===== config.mk =====
export PLATFORM = sky130hd
export DESIGN_NAME = traffic_light_monitor_flat
export DESIGN_NICKNAME = d
export VERILOG_FILES = /design/src/rtl/traffic_light_monitor_if.sv /design/src/rtl/traffic_light_monitor.sv /design/src/flat_wrapper.sv
export SDC_FILE = /design/constraint.sdc
export NUM_CORES = 1
export LEC_CHECK = 0
export CAP_MARGIN = 20
export CELL_PAD_IN_SITES_DETAIL_PLACEMENT = 0
export CELL_PAD_IN_SITES_GLOBAL_PLACEMENT = 2
export CORE_UTILIZATION = 35
export CTS_BUF_LIST = sky130_fd_sc_hd__clkbuf_16
export CTS_CLUSTER_SIZE = 14
export DETAILED_ROUTE_END_ITERATION = 12
export PLACE_DENSITY = 0.9
export SLEW_MARGIN = 5
export SYNTH_ARGS = -nofsm -noshare
export SYNTH_HDL_FRONTEND = slang
export SYNTH_SLANG_ARGS = --single-unit

===== constraint.sdc =====
create_clock -name clock -period 7.4 [get_ports clock]
set_input_delay 1.11 -clock clock [delete_from_list [all_inputs] [get_ports clock]]
set_output_delay 1.11 -clock clock [all_outputs]
set_load 0.01 [all_outputs]

===== src/rtl/traffic_light_monitor_if.sv =====
// -----------------------------------------------------------------------------
// traffic_light_monitor_if
//
// Bundle between the signal-head observation point (master side: the
// intersection controller tap plus supervisor clear) and the
// traffic_light_monitor (slave side).
//
// Signals
//   light        master -> slave  3-bit head drive (001 green, 010 yellow, 100 red)
//   clear        master -> slave  synchronous clear of fault / fault_count / cycle_count
//   phase        slave -> master  0 green, 1 yellow, 2 red, 3 unsynced (FSM state)
//   dwell        slave -> master  cycles spent in current phase, saturating
//   err_valid    slave -> master  one-cycle error pulse
//   err_code     slave -> master  1 invalid, 2 illegal transition, 3 short dwell, 4 timeout
//   fault        slave -> master  sticky error flag
//   fault_count  slave -> master  error events, saturating at 255
//   cycle_done   slave -> master  one-cycle pulse on legal red->green
//   cycle_count  slave -> master  completed cycles, wrapping
//
// Handshake: there is no valid/ready flow control. light and clear are
// sampled on every rising clock edge; err_valid and cycle_done are single
// cycle qualifiers for err_code and cycle_count respectively, and the
// receiver must be able to observe every cycle (no backpressure).
//
// Parameter DW must match the DW of the traffic_light_monitor instance.
// -----------------------------------------------------------------------------
interface traffic_light_monitor_if #(
  parameter int DW = 16
);
  logic [2:0]    light;
  logic          clear;
  logic [1:0]    phase;
  logic [DW-1:0] dwell;
  logic          err_valid;
  logic [2:0]    err_code;
  logic          fault;
  logic [7:0]    fault_count;
  logic          cycle_done;
  logic [15:0]   cycle_count;

  modport master (
    output light,
    output clear,
    input  phase,
    input  dwell,
    input  err_valid,
    input  err_code,
    input  fault,
    input  fault_count,
    input  cycle_done,
    input  cycle_count
  );

  modport slave (
    input  light,
    input  clear,
    output phase,
    output dwell,
    output err_valid,
    output err_code,
    output fault,
    output fault_count,
    output cycle_done,
    output cycle_count
  );
endinterface


===== src/rtl/traffic_light_monitor.sv =====
// -----------------------------------------------------------------------------
// traffic_light_monitor
//
// Receive-side checker for the 3-bit signal-head drive. Samples light every
// clock, tracks the phase (GREEN -> YELLOW -> RED -> GREEN), and reports
// invalid codes, out-of-order transitions, short dwells and (optionally)
// dwell timeouts. Counts faults and completed signal cycles.
//
// Ports
//   clock   input   rising-edge clock
//   reset   input   asynchronous, active-high reset
//   bus     slave modport of traffic_light_monitor_if (light/clear in,
//           phase/dwell/err_*/fault*/cycle_* out); bus DW must equal DW here.
//
// Optional feature macro: TLM_TIMEOUT_EN
//   defined   -> error code 4 when dwell passes the phase's *_MAX value
//   undefined -> no timeout logic, *_MAX parameters only range-checked
//
// All outputs are registered and reflect the light value sampled at the
// same rising edge (phase is the FSM state itself).
// -----------------------------------------------------------------------------
module traffic_light_monitor #(
  parameter int GREEN_MIN  = 100,
  parameter int YELLOW_MIN = 20,
  parameter int RED_MIN    = 100,
  parameter int GREEN_MAX  = 200,
  parameter int YELLOW_MAX = 40,
  parameter int RED_MAX    = 200,
  parameter int DW         = 16
) (
  input  logic                  clock,
  input  logic                  reset,
  traffic_light_monitor_if.slave bus
);

  typedef enum logic [1:0] {
    ST_GREEN  = 2'd0,
    ST_YELLOW = 2'd1,
    ST_RED    = 2'd2,
    ST_UNSYNC = 2'd3
  } state_e;

  localparam logic [2:0] CODE_GREEN  = 3'b001;
  localparam logic [2:0] CODE_YELLOW = 3'b010;
  localparam logic [2:0] CODE_RED    = 3'b100;

  localparam logic [2:0] ERR_NONE    = 3'd0;
  localparam logic [2:0] ERR_INVALID = 3'd1;
  localparam logic [2:0] ERR_ORDER   = 3'd2;
  localparam logic [2:0] ERR_SHORT   = 3'd3;
  localparam logic [2:0] ERR_TIMEOUT = 3'd4;

  localparam logic [DW-1:0] DWELL_ONE = {{(DW-1){1'b0}}, 1'b1};
  localparam logic [DW-1:0] DWELL_SAT = {DW{1'b1}};

  // Limits must stay below the saturation value so a saturated counter can
  // never be mistaken for an in-range dwell.
  if (GREEN_MIN  >= (2**DW) - 1 || YELLOW_MIN >= (2**DW) - 1 ||
      RED_MIN    >= (2**DW) - 1 || GREEN_MAX  >= (2**DW) - 1 ||
      YELLOW_MAX >= (2**DW) - 1 || RED_MAX    >= (2**DW) - 1) begin : g_bad_limits
    $error("traffic_light_monitor: MIN/MAX limits must be below 2^DW-1");
  end

  // ---------------------------------------------------------------------------
  // Registers
  // ---------------------------------------------------------------------------
  state_e        state_q,       state_d;
  logic [2:0]    last_light_q,  last_light_d;
  logic [DW-1:0] dwell_q,       dwell_d;
  logic          err_valid_q,   err_valid_d;
  logic [2:0]    err_code_q,    err_code_d;
  logic          fault_q,       fault_d;
  logic [7:0]    fault_count_q, fault_count_d;
  logic          cycle_done_q,  cycle_done_d;
  logic [15:0]   cycle_count_q, cycle_count_d;

  // ---------------------------------------------------------------------------
  // Decode of the sampled and previous code
  // ---------------------------------------------------------------------------
  state_e        light_state;
  logic          light_valid;
  logic          last_valid;
  state_e        succ_state;
  logic [DW-1:0] min_sel;
  logic          timeout_hit;

  always_comb begin
    light_state = ST_UNSYNC;
    case (bus.light)
      CODE_GREEN:  light_state = ST_GREEN;
      CODE_YELLOW: light_state = ST_YELLOW;
      CODE_RED:    light_state = ST_RED;
      default:     light_state = ST_UNSYNC;
    endcase
  end

  assign light_valid = (light_state != ST_UNSYNC);

  // last_light resets to 000, so an invalid code straight out of reset is
  // not treated as entry into an invalid run.
  assign last_valid = (last_light_q == CODE_GREEN)  ||
                      (last_light_q == CODE_YELLOW) ||
                      (last_light_q == CODE_RED);

  always_comb begin
    succ_state = ST_UNSYNC;
    min_sel    = '0;
    case (state_q)
      ST_GREEN: begin
        succ_state = ST_YELLOW;
        min_sel    = DW'(GREEN_MIN);
      end
      ST_YELLOW: begin
        succ_state = ST_RED;
        min_sel    = DW'(YELLOW_MIN);
      end
      ST_RED: begin
        succ_state = ST_GREEN;
        min_sel    = DW'(RED_MIN);
      end
      default: begin
        succ_state = ST_UNSYNC;
        min_sel    = '0;
      end
    endcase
  end

`ifdef TLM_TIMEOUT_EN
  logic [DW-1:0] max_sel;

  always_comb begin
    max_sel = DWELL_SAT;
    case (state_q)
      ST_GREEN:  max_sel = DW'(GREEN_MAX);
      ST_YELLOW: max_sel = DW'(YELLOW_MAX);
      ST_RED:    max_sel = DW'(RED_MAX);
      default:   max_sel = DWELL_SAT;
    endcase
  end

  // Only meaningful on a "same code" edge: dwell moves MAX -> MAX+1 exactly
  // once per phase occurrence because dwell only grows until the phase ends.
  assign timeout_hit = (dwell_q == max_sel);
`else
  assign timeout_hit = 1'b0;
`endif

  // ---------------------------------------------------------------------------
  // Next-state logic
  // ---------------------------------------------------------------------------
  logic       err_hit;
  logic [2:0] err_kind;

  always_comb begin
    state_d      = state_q;
    last_light_d = bus.light;
    dwell_d      = dwell_q;
    err_valid_d  = 1'b0;
    err_code_d   = err_code_q;
    cycle_done_d = 1'b0;
    err_hit      = 1'b0;
    err_kind     = ERR_NONE;

    // Clear takes effect before any error or cycle completion on this edge.
    fault_d       = bus.clear ? 1'b0  : fault_q;
    fault_count_d = bus.clear ? 8'd0  : fault_count_q;
    cycle_count_d = bus.clear ? 16'd0 : cycle_count_q;

    if (!light_valid) begin
      state_d = ST_UNSYNC;
      dwell_d = '0;
      if (last_valid) begin
        err_hit  = 1'b1;
        err_kind = ERR_INVALID;
      end
    end else if (state_q == ST_UNSYNC) begin
      // Resynchronise on the first valid code without judging it.
      state_d = light_state;
      dwell_d = DWELL_ONE;
    end else if (bus.light == last_light_q) begin
      if (dwell_q != DWELL_SAT) begin
        dwell_d = dwell_q + DWELL_ONE;
      end
      if (timeout_hit) begin
        err_hit  = 1'b1;
        err_kind = ERR_TIMEOUT;
      end
    end else begin
      state_d = light_state;
      dwell_d = DWELL_ONE;
      if (light_state != succ_state) begin
        err_hit  = 1'b1;
        err_kind = ERR_ORDER;
      end else begin
        if (dwell_q < min_sel) begin
          err_hit  = 1'b1;
          err_kind = ERR_SHORT;
        end
        // A completed cycle counts even if red was short.
        if (state_q == ST_RED) begin
          cycle_done_d  = 1'b1;
          cycle_count_d = cycle_count_d + 16'd1;
        end
      end
    end

    if (err_hit) begin
      err_valid_d = 1'b1;
      err_code_d  = err_kind;
      fault_d     = 1'b1;
      if (fault_count_d != 8'hFF) begin
        fault_count_d = fault_count_d + 8'd1;
      end
    end
  end

  // ---------------------------------------------------------------------------
  // State register
  // ---------------------------------------------------------------------------
  always_ff @(posedge clock or posedge reset) begin
    if (reset) begin
      state_q       <= ST_UNSYNC;
      last_light_q  <= 3'b000;
      dwell_q       <= '0;
      err_valid_q   <= 1'b0;
      err_code_q    <= ERR_NONE;
      fault_q       <= 1'b0;
      fault_count_q <= 8'd0;
      cycle_done_q  <= 1'b0;
      cycle_count_q <= 16'd0;
    end else begin
      state_q       <= state_d;
      last_light_q  <= last_light_d;
      dwell_q       <= dwell_d;
      err_valid_q   <= err_valid_d;
      err_code_q    <= err_code_d;
      fault_q       <= fault_d;
      fault_count_q <= fault_count_d;
      cycle_done_q  <= cycle_done_d;
      cycle_count_q <= cycle_count_d;
    end
  end

  // ---------------------------------------------------------------------------
  // Outputs
  // ---------------------------------------------------------------------------
  assign bus.phase       = state_q;
  assign bus.dwell       = dwell_q;
  assign bus.err_valid   = err_valid_q;
  assign bus.err_code    = err_code_q;
  assign bus.fault       = fault_q;
  assign bus.fault_count = fault_count_q;
  assign bus.cycle_done  = cycle_done_q;
  assign bus.cycle_count = cycle_count_q;

endmodule

===== src/flat_wrapper.sv =====
// flat-port wrapper written by rule: the top's interface ports become plain ports
module traffic_light_monitor_flat 
#(
  parameter int GREEN_MIN  = 100,
  parameter int YELLOW_MIN = 20,
  parameter int RED_MIN    = 100,
  parameter int GREEN_MAX  = 200,
  parameter int YELLOW_MAX = 40,
  parameter int RED_MAX    = 200,
  parameter int DW         = 16
)
  (clock, reset, bus_light, bus_clear, bus_phase, bus_dwell, bus_err_valid, bus_err_code, bus_fault, bus_fault_count, bus_cycle_done, bus_cycle_count);
  traffic_light_monitor_if #(.DW(DW)) bus_i ();
  input  logic clock;
  input  logic reset;
  input wire logic [$bits(bus_i.light)-1:0] bus_light;
  input wire logic [$bits(bus_i.clear)-1:0] bus_clear;
  output wire logic [$bits(bus_i.phase)-1:0] bus_phase;
  output wire logic [$bits(bus_i.dwell)-1:0] bus_dwell;
  output wire logic [$bits(bus_i.err_valid)-1:0] bus_err_valid;
  output wire logic [$bits(bus_i.err_code)-1:0] bus_err_code;
  output wire logic [$bits(bus_i.fault)-1:0] bus_fault;
  output wire logic [$bits(bus_i.fault_count)-1:0] bus_fault_count;
  output wire logic [$bits(bus_i.cycle_done)-1:0] bus_cycle_done;
  output wire logic [$bits(bus_i.cycle_count)-1:0] bus_cycle_count;
  assign bus_i.light = bus_light;
  assign bus_i.clear = bus_clear;
  assign bus_phase = bus_i.phase;
  assign bus_dwell = bus_i.dwell;
  assign bus_err_valid = bus_i.err_valid;
  assign bus_err_code = bus_i.err_code;
  assign bus_fault = bus_i.fault;
  assign bus_fault_count = bus_i.fault_count;
  assign bus_cycle_done = bus_i.cycle_done;
  assign bus_cycle_count = bus_i.cycle_count;
  traffic_light_monitor #(.GREEN_MIN(GREEN_MIN), .YELLOW_MIN(YELLOW_MIN), .RED_MIN(RED_MIN), .GREEN_MAX(GREEN_MAX), .YELLOW_MAX(YELLOW_MAX), .RED_MAX(RED_MAX), .DW(DW)) u_core (.clock(clock), .reset(reset), .bus(bus_i));
endmodule

**Word-level counts from Yosys, hierarchy flattened**

Index checks and enable logic that the tools add are counted.

- Bits of input ports: 6
- Flip-flop bits (word level): 51
- Logic and storage cells: 73
- Output and inout port bits: 48

- Multiplexer cells: 39
- Add/subtract/negate cells: 3
- Order comparisons: 1
- Equal/unequal tests: 16
- Reduce and logical (&&, ||, !) cells: 5

Operators with widths:

| cell | number |
|---|---|
| $mux W16 | 10 |
| $add A16 B1 Y16 const B | 2 |
| $mux W8 | 3 |
| $lt A16 B7 Y1 | 1 |
| $ne A16 B16 Y1 const B | 1 |
| $mux W1 | 15 |
| $pmux W7 S2 | 1 |
| $mux W3 | 4 |
| $pmux W2 S3 | 2 |
| $add A8 B1 Y8 const B | 1 |
| $mux W2 | 4 |
| $ne A8 B8 Y1 const B | 1 |
| $eq A3 B1 Y1 const B | 2 |
| $eq A3 B2 Y1 const B | 2 |
| $eq A3 B3 Y1 const B | 2 |
| $eq A2 B2 Y1 const B | 2 |
| $ne A4 B4 Y1 const B | 1 |
| $eq A3 B3 Y1 | 1 |
| $ne A3 B3 Y1 const B | 1 |
| $eq A2 B1 Y1 const B | 1 |
| $logic_not A2 Y1 | 1 |
| $logic_or A1 B1 Y1 | 2 |
| $ne A2 B2 Y1 | 1 |
| $ne A2 B2 Y1 const B | 1 |
| other kinds (2) | 2 |

**Depth between registers and ports, before layout**

- Depth after elaboration: 10
- Depth in mapped cells: 11
- Gate-level depth less buffers: 10

**Least setup slack after synthesis**

Ideal clock, no wire load.

- Path type: in2reg
- From: input port bus_clear
- To: register u_core.fault_count_q[1] (netlist: u_core.bus.fault_count[1])
- Arrival time: 2.751 ns
- Required time: 7.272 ns
- Path buffers: 2
- Stages: 8
- Setup time: 0.128 ns
- Path slack: 4.521 ns
- Cell sequence: clkbuf_1 -> clkbuf_1 -> nor2b_1 -> ha_1 -> and3_1 -> nand3_1 -> and2_1 -> mux2_1

- Longest elaborated chain between the ends: 4
- Elaborated cells between the ends (all ways): 5
- Classes of those cells: add/sub (1); eq/ne (1); mux (3)

RTL lines:

| item | line | RTL |
|---|---|---|
| start: declaration | flat_wrapper.sv:17 | `input wire logic [$bits(bus_i.clear)-1:0] bus_clear;` |
| $mux W8 (*) | traffic_light_monitor.sv:166 | `fault_count_d = bus.clear ? 8'd0 : fault_count_q;` |
| $add A8 B1 Y8 / $ne A8 B8 Y1 (equally long branches) | traffic_light_monitor.sv:212, traffic_light_monitor.sv:211 |  |
| $mux W8 | traffic_light_monitor.sv:211 | `if (fault_count_d != 8'hFF) begin` |
| $mux W8 (*) | traffic_light_monitor.sv:207 | `if (err_hit) begin` |
| named net u_core.fault_count_d[1] | traffic_light_monitor.sv:73 | `logic [7:0] fault_count_q, fault_count_d;` |
| end signal: assignment | traffic_light_monitor.sv:238 | `fault_count_q <= fault_count_d;` |
| end: declaration | traffic_light_monitor.sv:73 |  |

The timed path passes the listed nets; every way through them passes the cells marked *.
A chain may end at the register's enable or synchronous reset.

**Final worst setup path**

- From: input port bus_light[2]
- To: register u_core.fault_count_q[1] (netlist: u_core.bus.fault_count[1])

- Longest elaborated chain between the ends: 8
- Elaborated cells between the ends (all ways): 12
- Classes of those cells: eq/ne (6); mux (6)

RTL lines:

| item | line | RTL |
|---|---|---|
| start: declaration | flat_wrapper.sv:16 | `input wire logic [$bits(bus_i.light)-1:0] bus_light;` |
| $eq A3 B3 Y1 (tied with other cells) | traffic_light_monitor.sv:89 | `case (bus.light)` |
| $pmux W2 S3 | traffic_light_monitor.sv:89 |  |
| $ne A2 B2 Y1 | traffic_light_monitor.sv:191 | `if (light_state != succ_state) begin` |
| $mux W1 | traffic_light_monitor.sv:191 |  |
| $mux W1 | traffic_light_monitor.sv:180 | `end else if (bus.light == last_light_q) begin` |
| $mux W1 | traffic_light_monitor.sv:176 | `end else if (state_q == ST_UNSYNC) begin` |
| $mux W1 (*) | traffic_light_monitor.sv:169 | `if (!light_valid) begin` |
| $mux W8 (*) | traffic_light_monitor.sv:207 |  |
| named net u_core.fault_count_d[1] | traffic_light_monitor.sv:73 |  |

Marked as above.

==> report_table.html <==
<table>
<tr><th>Metric</th><th>Value</th></tr>
<tr><th colspan="2">Setup path</th></tr>
<tr><td>Crit path cell chain</td><td>clkdlybuf4s50_1 -&gt; or3b_4 -&gt; o21ai_1 -&gt; mux2i_1 -&gt; a31oi_2 -&gt; and2_1 -&gt; mux2_1</td></tr>
<tr><td>Required time of the worst setup path</td><td>7570 ps</td></tr>
<tr><td>Kind of critical path</td><td>in2reg</td></tr>
<tr><td>Reg2reg path depth</td><td>9</td></tr>
<tr><td>Critical Path Source Type</td><td>input port</td></tr>
<tr><td>Kind of end point of the critical path</td><td>flop</td></tr>
<tr><td>CP arrival</td><td>3710 ps</td></tr>
<tr><td>Beginning of the worst register-to-register path</td><td>u_core.bus.phase[0]$_DFFE_PP1P_</td></tr>
<tr><td>Critical path's slowest cell</td><td>sky130_fd_sc_hd__clkdlybuf4s50_1</td></tr>
<tr><td>CP peak stage delay</td><td>620 ps</td></tr>
<tr><td>R2r endpoint</td><td>u_core.bus.fault_count[1]$_DFF_PP0_</td></tr>
<tr><td>Largest driver fanout on the critical path</td><td>12</td></tr>
<tr><td>Register-to-register setup slack</td><td>4300 ps</td></tr>
<tr><th colspan="2">STA</th></tr>
<tr><td>Headroom to the max-slew limit</td><td>0.220</td></tr>
<tr><td>Maximum frequency from static timing analysis</td><td>0.282 GHz</td></tr>
<tr><td>Worst Tran Pin Value</td><td>1150 ps</td></tr>
<tr><td># setup viols final</td><td>0</td></tr>
<tr><td>Clock period minus final worst setup slack</td><td>3540 ps</td></tr>
<tr><td>Final-report hold violation count</td><td>0</td></tr>
<tr><td>Max Clock Skew</td><td>6.93 ps</td></tr>
<tr><td>Pins over their slew limit</td><td>0</td></tr>
<tr><td>Post-route setup slack</td><td>3860 ps</td></tr>
<tr><td>Crit share post-route</td><td>0.478</td></tr>
<tr><td>Setup total negative slack</td><td>0 ps</td></tr>
<tr><td>Worst hold margin</td><td>503 ps</td></tr>
<tr><td>Setup repair after global routing missed its margin</td><td>no</td></tr>
<tr><th colspan="2">Clock network</th></tr>
<tr><td>Root cell of the clock tree</td><td>sky130_fd_sc_hd__clkbuf_16</td></tr>
<tr><td>Clock slew seen by the registers of the worst setup and hold paths</td><td>70 ps</td></tr>
<tr><td>Count of H-tree levels built during CTS</td><td>2</td></tr>
<tr><td>Post-CTS setup buffer count</td><td>0</td></tr>
<tr><td>Hold buffers post-CTS</td><td>0</td></tr>
<tr><td>Clock net sink count</td><td>50</td></tr>
<tr><td>Maximum count of clock buffers along a single path</td><td>2</td></tr>
<tr><td>Clock tree from TritonCTS</td><td>done</td></tr>
<tr><td>Number of buffers inserted during clock tree synthesis</td><td>5</td></tr>
<tr><td>Later-pin clock latency in the skew report</td><td>280 ps</td></tr>
<tr><td>Number of gates resized after cts</td><td>0</td></tr>
<tr><th colspan="2">Synth</th></tr>
<tr><td>Biggest area contributors in the synthesized netlist</td><td>sky130_fd_sc_hd__dfrtp_1 (42%), sky130_fd_sc_hd__ha_1 (4.3%), sky130_fd_sc_hd__nor2b_1 (4.3%)</td></tr>
<tr><td>Post-synthesis register bit count</td><td>50</td></tr>
<tr><td>Gate count after technology mapping</td><td>291</td></tr>
<tr><td>Most frequent cell after synthesis</td><td>sky130_fd_sc_hd__dfrtp_1</td></tr>
<tr><td>Count of synthesis-stage warnings from yosys</td><td>0</td></tr>
<tr><td>Commonest cells in the netlist</td><td>sky130_fd_sc_hd__dfrtp_1 (48), sky130_fd_sc_hd__nor2_1 (30), sky130_fd_sc_hd__nand2_1 (20), sky130_fd_sc_hd__nor2b_1 (20), sky130_fd_sc_hd__xnor2_1 (14)</td></tr>
<tr><td>Cell area after synthesis</td><td>2890 um2</td></tr>
<tr><td>FFs w/ async S/R, synth</td><td>1.00</td></tr>
<tr><td>Count of cell types in the netlist</td><td>57</td></tr>
<tr><td>Register area share after synthesis</td><td>0.435</td></tr>
<tr><td>Proportion of netlist area held by the largest area contributor</td><td>0.416</td></tr>
<tr><td>Cell type with the largest total area after synthesis</td><td>sky130_fd_sc_hd__dfrtp_1</td></tr>
<tr><td>Synthesized netlist net count</td><td>307</td></tr>
<tr><td>Flip-flop cell with the highest count after synthesis</td><td>sky130_fd_sc_hd__dfrtp_1</td></tr>
<tr><td>Synth Area per Inst</td><td>9.92 um2</td></tr>
<tr><td>Number of flops mapped to enable cells by yosys</td><td>0</td></tr>
<tr><th colspan="2">Floorplanning</th></tr>
<tr><td>Row cnt</td><td>32</td></tr>
<tr><td>Floorplan Core Area</td><td>7850 um2</td></tr>
<tr><td>Die X</td><td>92.8 um</td></tr>
<tr><td>Count of pins on the block boundary</td><td>54</td></tr>
<tr><td>Initial Utilization</td><td>0.368</td></tr>
<tr><td>Vertical extent of the die</td><td>92.8 um</td></tr>
<tr><td>Die outline area</td><td>8610 um2</td></tr>
<tr><th colspan="2">Global routing</th></tr>
<tr><td>Overall fraction of global-route tracks in use</td><td>0.156</td></tr>
<tr><td>Gr ovfl total</td><td>0</td></tr>
<tr><td>Maximum number of pins on one net before global-route repair</td><td>51</td></tr>
<tr><td>Global-route wire length before repair</td><td>10.8 mm</td></tr>
<tr><td>Initial antenna violation count</td><td>0</td></tr>
<tr><td>Number of global-route vias before repair</td><td>2160</td></tr>
<tr><th colspan="2">Final layout</th></tr>
<tr><td>Fill cell instance count of the final layout</td><td>779</td></tr>
<tr><td>Relative area change from synthesis to final layout</td><td>27.8%</td></tr>
<tr><td>Final nets</td><td>358</td></tr>
<tr><td>Share of cells above drive strength 1</td><td>0.0816</td></tr>
<tr><td>Ant. Diodes</td><td>0</td></tr>
<tr><th colspan="2">Detailed routing</th></tr>
<tr><td>Via count of the routed design</td><td>2245</td></tr>
<tr><td>Final routed DRC violation total</td><td>0</td></tr>
<tr><td>Total wire length after detailed routing</td><td>6.17 mm</td></tr>
<tr><td>Detailed-route wire length per cell</td><td>13.9 um</td></tr>
<tr><td>Final ANT Viol Nets</td><td>0</td></tr>
<tr><td>First-pass iteration count of the detailed router</td><td>4</td></tr>
<tr><td>1st-iter DRT viols</td><td>85</td></tr>
<tr><td>Via density</td><td>5.04</td></tr>
<tr><th colspan="2">Placed design</th></tr>
<tr><td>Post-DP HPWL</td><td>4.39 mm</td></tr>
<tr><td>Port Buf Inserts</td><td>52</td></tr>
<tr><td>GP Congestion</td><td>0.753</td></tr>
<tr><td>Placement-stage worst setup slack</td><td>3550 ps</td></tr>
<tr><th colspan="2">Worst hold path</th></tr>
<tr><td>Worst Hold End</td><td>u_core.bus.fault$_DFFE_PP0P_</td></tr>
<tr><td>Hold wc startpoint</td><td>u_core.bus.fault$_DFFE_PP0P_</td></tr>
<tr><td>Worst hold path type</td><td>reg2reg</td></tr>
<tr><td>Hold Crit Depth</td><td>1</td></tr>
<tr><th colspan="2">Power and ir drop</th></tr>
<tr><td>Power density normalized to cell area</td><td>181 nW/um2</td></tr>
<tr><td>Leakage power</td><td>1.55 nW</td></tr>
<tr><td>Max rail drop VDD</td><td>0.000105 V</td></tr>
<tr><th colspan="2">Run</th></tr>
<tr><td>Maximum capacitance violations</td><td>0</td></tr>
<tr><th colspan="2">Status</th></tr>
<tr><td>Run status</td><td>finished clean</td></tr>
</table>
## layout make-up
cell class,count,area (um2),area share
clock buffers,5,125,0.0339
inverters,10,40.0,0.0109
flip-flops and latches,50,1250,0.340
well taps,102,128,0.0346
repair buffers,55,556,0.151
clock inverters,3,63.8,0.0173
multi-input cells,220,1520,0.413
## layer usage
layer	up-vias	wire length (um)	global-route usage
li1	1131	-	-
met5	-	0	0
met4	0	49	0.0449
met2	34	2880	0.246
met1	1078	3070	0.217
met3	2	177	0.0320
## layout by cell type, fill, tap and decap left out, drive strengths merged, types with 8 or more instances in the layout
cell / instances
xor2: 9
clkdlybuf4s50: 52
nor2: 30
dfrtp: 48
inv: 10
nand3: 13
xnor2: 14
nand2: 20
nor2b: 20
ha: 10
nand4: 8
mux2: 8
## logic make-up (layout without fill, tap and decap cells)
family          count (synthesis)  in the layout  share of synthesized area
other cells                     1              1                    0.00130
xor+xnor                       23             23                     0.0698
compound gates                 36             36                     0.0963
mux                            11             11                     0.0429
flops                          50             50                      0.435
fa+ha+maj                      10             10                     0.0434
simple gates                  139            139                      0.274
buf+inv                        21             73                     0.0377
## power by group
group	internal (mW)	leakage (nW)	total [mW]	switching [mW]
logic	0.0385	0.788	0.0827	0.0442
clock network	0.193	0.0915	0.290	0.0973
registers	0.283	0.673	0.293	0.00996
## state kept, by name, indices dropped and copies added (netlist names)
signal	cells
u_core.last_light_q	3
u_core.bus.err_code	2
u_core.bus.cycle_count	16
u_core.bus.cycle_done	1
u_core.bus.fault_count	8
u_core.bus.phase	2
u_core.bus.dwell	16
u_core.bus.err_valid	1
u_core.bus.fault	1
## metrics by stage
| stage | power (mW) | std cells | area, um2 | utilization |
|---|---|---|---|---|
| floorplan | 0.351 | 291 | 2890 | - |
| global placement | 0.381 | 436 | 3480 | 0.443 |
| detailed placement | 0.382 | 436 | 3480 | 0.443 |
| CTS | 0.676 | 444 | 3670 | 0.467 |
| global route | 0.697 | 445 | 3690 | 0.470 |
| finish | 0.666 | 445 | 3690 | 0.470 |
## critical path: cells and delay by family
| kind | cells | cell delay [ps] |
|---|---|---|
| AOI/OAI and AO/OA | 2 | 790 |
| muxes | 2 | 500 |
| buffers and inverters | 1 | 620 |
| and+or+nand+nor | 2 | 690 |
## worst max path at each step
| stage | start | endpoint | slack [ps] | depth (start not counted) |
|---|---|---|---|---|
| 3_5_place_dp | bus_light[2] | u_core.bus.fault_count[1]$_DFF_PP0_ | 3550 | 7 |
| 4_1_cts | bus_light[2] | u_core.bus.fault_count[1]$_DFF_PP0_ | 3850 | 7 |
| 5_1_grt | bus_light[1] | u_core.bus.fault_count[1]$_DFF_PP0_ | 3670 | 7 |
| 2_1_floorplan | bus_clear | u_core.bus.fault_count[1]$_DFF_PP0_ | 4520 | 8 |
| 3_3_place_gp | bus_light[2] | u_core.bus.fault_count[1]$_DFF_PP0_ | 3610 | 7 |
| 6_report | bus_light[2] | u_core.bus.fault_count[1]$_DFF_PP0_ | 3860 | 7 |
No activity file was read; power rests on OpenSTA's default activity.
